## src/rtl/fft_out_sort_ctrl.sv

```systemverilog
// rtl/fft_out_sort_ctrl.sv - fill/drain sequencer for the 64-point FFT output reorder store
// Writes land at natural-order locations during FILL; DRAIN reads back 0..63 and tags the stream.
module fft_out_sort_ctrl #(
   parameter int DIGIT_REV = 1,
   parameter int READ_LAT  = 1
) (
   input  logic       clk,
   input  logic       rst,
   input  logic       in_valid,
   output logic       in_ready,
   output logic [7:0] w_en,
   output logic [2:0] w_addr,
   output logic [7:0] r_en,
   output logic [2:0] r_addr,
   output logic       out_valid,
   output logic [5:0] out_index,
   output logic       out_last,
   output logic       overflow
);

   typedef enum logic {FILL = 1'b0, DRAIN = 1'b1} state_t;

   state_t     state_q, state_d;
   logic [5:0] wr_cnt_q, wr_cnt_d;
   logic [5:0] rd_cnt_q, rd_cnt_d;
   logic       overflow_q, overflow_d;
   logic       dly_valid_q, dly_valid_d;
   logic [5:0] dly_index_q, dly_index_d;
   logic       dly_last_q, dly_last_d;

   logic       acc;
   logic [2:0] w_bank;
   logic       iss_valid;
   logic       iss_last;

   always_comb begin
      in_ready = (state_q == FILL);
      acc      = in_valid & in_ready;

      // Digit reversal only changes which wr_cnt digit selects the bank.
      if (DIGIT_REV == 1) begin
         w_bank = wr_cnt_q[2:0];
         w_addr = wr_cnt_q[5:3];
      end else begin
         w_bank = wr_cnt_q[5:3];
         w_addr = wr_cnt_q[2:0];
      end
      w_en = acc ? (8'h01 << w_bank) : 8'h00;

      iss_valid = (state_q == DRAIN);
      iss_last  = iss_valid & (rd_cnt_q == 6'd63);
      r_en      = iss_valid ? (8'h01 << rd_cnt_q[5:3]) : 8'h00;
      r_addr    = iss_valid ? rd_cnt_q[2:0] : 3'd0;

      state_d  = state_q;
      wr_cnt_d = wr_cnt_q;
      rd_cnt_d = rd_cnt_q;
      if (state_q == FILL) begin
         if (acc) begin
            wr_cnt_d = wr_cnt_q + 6'd1;
            if (wr_cnt_q == 6'd63) state_d = DRAIN;
         end
      end else begin
         rd_cnt_d = rd_cnt_q + 6'd1;
         if (rd_cnt_q == 6'd63) state_d = FILL;
      end

      overflow_d  = overflow_q | (in_valid & ~in_ready);
      dly_valid_d = iss_valid;
      dly_index_d = rd_cnt_q;
      dly_last_d  = iss_last;

      if (READ_LAT == 0) begin
         out_valid = iss_valid;
         out_index = rd_cnt_q;
         out_last  = iss_last;
      end else begin
         out_valid = dly_valid_q;
         out_index = dly_index_q;
         out_last  = dly_last_q;
      end
      overflow = overflow_q;
   end

   always_ff @(posedge clk or posedge rst) begin
      if (rst) begin
         state_q     <= FILL;
         wr_cnt_q    <= 6'd0;
         rd_cnt_q    <= 6'd0;
         overflow_q  <= 1'b0;
         dly_valid_q <= 1'b0;
         dly_index_q <= 6'd0;
         dly_last_q  <= 1'b0;
      end else begin
         state_q     <= state_d;
         wr_cnt_q    <= wr_cnt_d;
         rd_cnt_q    <= rd_cnt_d;
         overflow_q  <= overflow_d;
         dly_valid_q <= dly_valid_d;
         dly_index_q <= dly_index_d;
         dly_last_q  <= dly_last_d;
      end
   end

endmodule

```

## config.mk

```make
export PLATFORM = sky130hd
export DESIGN_NAME = fft_out_sort_ctrl
export DESIGN_NICKNAME = d
export VERILOG_FILES = /design/src/rtl/fft_out_sort_ctrl.sv
export SDC_FILE = /design/constraint.sdc
export NUM_CORES = 1
export LEC_CHECK = 0
export CAP_MARGIN = 20
export CELL_PAD_IN_SITES_DETAIL_PLACEMENT = 1
export CELL_PAD_IN_SITES_GLOBAL_PLACEMENT = 2
export CORE_AREA = 2 2 66 68
export DETAILED_ROUTE_END_ITERATION = 7
export DIE_AREA = 0 0 68 70
export PLACE_DENSITY_LB_ADDON = 0.1
export SLEW_MARGIN = 30
export SYNTH_ARGS = -nofsm -noshare
export SYNTH_HDL_FRONTEND = slang
export SYNTH_SLANG_ARGS = --single-unit
```

## constraint.sdc

```tcl
create_clock -name clk -period 1.6 [get_ports clk]
set_clock_uncertainty 0.05 [all_clocks]
set_input_delay 0.32 -clock clk [delete_from_list [all_inputs] [get_ports clk]]
set_output_delay 0.32 -clock clk [all_outputs]
set_load 0.05 [all_outputs]
```

==> results.json <==
{
  "syn_avg_cell_area_um2": 11.0,
  "final-hold-violation-count": 0,
  "synth_cell_types": 24,
  "setup_viol": 15,
  "period_needed_ns": 1.71,
  "gp_congestion": 0.695,
  "cts.clk_slew.worst_paths_ns": 0.08,
  "first_pass_iters": 3,
  "cts-buffers-inserted": 3,
  "violations": "negative setup slack",
  "layout.nets": 153,
  "irDropWorstVdd_mv": 0.406,
  "worstMarginPinSlew_ns": 0.289,
  "drc": 0,
  "dp_hpwl_um": 1920,
  "setup_ws_ns": -0.105,
  "wl_met3_um": 104,
  "h-tree-depth": 1,
  "power_mw": 1.13,
  "crit_path_start_kind": "flop",
  "grt_max_degree": 23,
  "io_pins": 35,
  "final_cell_mix": "buf_12 (27), buf_4 (19), dfrtp_1 (16)",
  "rows": 24,
  "core_area_mm2": 0.00414,
  "cp.arrival_ns": 1.34,
  "clock_latency_ns": 0.26,
  "end_kind": "primary output",
  "clock.fmax_mhz": 586,
  "hold_path_class": "primary input to async pin",
  "wl_um": 2560,
  "port_buffers": 34,
  "synth_nets": 105,
  "regArea_um2": 558,
  "crit_type": "flop to primary output",
  "cts_hold_buffers": 0,
  "power.density_mw_per_mm2": 567,
  "cts_tree": "yes",
  "min_period_over_period": 1.07,
  "drv_slew": 0,
  "syn_inst": 95,
  "slowest_stage": "dfrtp_2",
  "route.met2.wl_um": 1420,
  "post-place-ws_ns": -0.301,
  "cts_buffer_depth": 2,
  "cts_sinks": 22,
  "cts_root_buf": "clkbuf_8",
  "syn2layout_area_growth_pct": 91.4,
  "via_per_inst": 4.32,
  "antenna_found_initial": 0,
  "place_inst": 180,
  "drive_above_1_share": 0.606,
  "max_slew_margin": 0.807,
  "grt_pass1_vias": 913,
  "synth_area_mm2": 0.00104,
  "fp.dieW_um": 68,
  "slowest_delay_ns": 0.45,
  "cap_violations": 0,
  "start_util": 0.252,
  "track_usage": 0.122,
  "ys_seq_area_frac": 0.527,
  "final_cell_count_no_fill": 194,
  "met1Wirelength_um": 1010,
  "grt_pass1_wl_um": 4380,
  "diodes": 0,
  "tns_ns": -0.954,
  "die_area_mm2": 0.00476,
  "crit_path_cell_trace": "ha_4, ha_2, and2_4, buf_12",
  "die_h_um": 70,
  "final_common_cell": "buf_12",
  "routed.top_layer": "met4",
  "worstPathMaxFanout": 4,
  "outcome": "finished with violations",
  "grt_overflow": 0,
  "antenna_left": 0,
  "multi_input_area_um2": 573,
  "worstPathRequired_ns": 1.23,
  "synth-seq-cells": 22,
  "drt_iter0_drc": 11,
  "vias": 839,
  "yosysWarnings": 0,
  "wl_per_cell_um": 13.2,
  "p_leak_nw": 0.848,
  "rsz0062_at_grt": "true",
  "fill_cells": 429
}
## flip-flops by register name (all words and copies together), names as in the netlist
| signal | flops |
|---|---|
| out_last | 1 |
| dly_index_d | 6 |
| out_valid | 1 |
| dly_valid_d | 1 |
| out_index | 6 |
| overflow | 1 |
| wr_cnt_q | 6 |
## what timing repair did
item,CTS,global route
gates resized for setup,22,17
setup buffers,9,0
pin swaps,3,5
setup endpoints to repair,17,19
gates cloned,1,0
## per-stage QoR
stage / util / cell area, um2 / hold WS [ns]
2_1_floorplan: - / 1060 / 0.259
3_3_place_gp: 0.414 / 1710 / 0.379
3_5_place_dp: 0.414 / 1710 / 0.399
4_1_cts: 0.467 / 1940 / 0.354
5_1_grt: 0.482 / 2000 / 0.383
6_report: 0.482 / 2000 / 0.343
## worst paths after layout
kind,cells past startpoint,start,slack (ns),endpoint
worst max-delay path,4,wr_cnt_q[0]$_DFFE_PP0P_,-0.11,w_en[3]
worst min-delay path,3,rst,0.34,out_valid$_DFF_PP0_
worst max register to register,5,dly_valid_d$_DFF_PP0_,0.22,wr_cnt_q[5]$_DFFE_PP0P_
worst min register to register,0,dly_index_d[1]$_DFFE_PP0P_,0.41,out_index[1]$_DFF_PP0_
max in group asynchronous,3,rst,0.91,wr_cnt_q[1]$_DFFE_PP0P_
min in group clk,2,in_valid,0.41,overflow$_DFF_PP0_
## kinds of logic after synthesis
family / Yosys count / synth area share
multiplexers: 1 / 0.0108
AO/OA/AOI/OAI: 5 / 0.0263
buffers and inverters: 12 / 0.0719
XOR/XNOR: 9 / 0.0755
flip-flops: 22 / 0.527
AND/OR/NAND/NOR: 39 / 0.205
adder cells (fa/ha/maj): 7 / 0.0838
## synth_stat cells
| cell | instances | area, um2 |
|---|---|---|
| nand2_1 | 4 | 15.0 |
| xnor2_1 | 7 | 61.3 |
| inv_1 | 5 | 18.8 |
| dfrtp_1 | 22 | 551 |
| nand2b_1 | 2 | 12.5 |
| nand4_1 | 5 | 31.3 |
| and2_1 | 5 | 31.3 |
| buf_6 | 2 | 22.5 |
| and3_1 | 8 | 50.1 |
| nand3_1 | 3 | 15.0 |
| a21o_1 | 1 | 7.51 |
| xor2_1 | 2 | 17.5 |
| nor2b_2 | 1 | 8.76 |
| nor3_1 | 2 | 10.0 |
| nor2_2 | 1 | 6.26 |
| mux2_2 | 1 | 11.3 |
| or2b_1 | 1 | 7.51 |
| a21oi_1 | 1 | 5.00 |
| o21ai_0 | 2 | 10.0 |
| o21ai_1 | 1 | 5.00 |
| nor2_1 | 7 | 26.3 |
| buf_4 | 4 | 30.0 |
| clkbuf_1 | 1 | 3.75 |
| ha_1 | 7 | 87.6 |
## power by group
part	switching [mW]	internal, mW	total [mW]
clock	0.180	0.334	0.514
sequential	0.00794	0.560	0.568
combinational	0.0277	0.0238	0.0515
total	0.216	0.918	1.13
## worst max-delay path: cells and delay by family (launching register included)
family / cells / cell delay [ns]
flops: 1 / 0.45
fa+ha+maj: 2 / 0.35
simple gates: 1 / 0.14
buf+inv: 1 / 0.14
## routing by layer
layer / GRT usage / vias to the layer above
li1: - / 403
met1: 0.147 / 416
met2: 0.207 / 18
met3: 0.0242 / 2
met4: 0.0467 / 0
met5: 0 / -
## cell type report
class	instances	area share
sequential	22	0.279
tap	52	0.0325
multi-input combinational	62	0.287
timing repair buffer	49	0.357
clock buffer	3	0.0207
clock inverter	1	0.0150
inverter	5	0.00939
(Power assumes the default switching activity.)
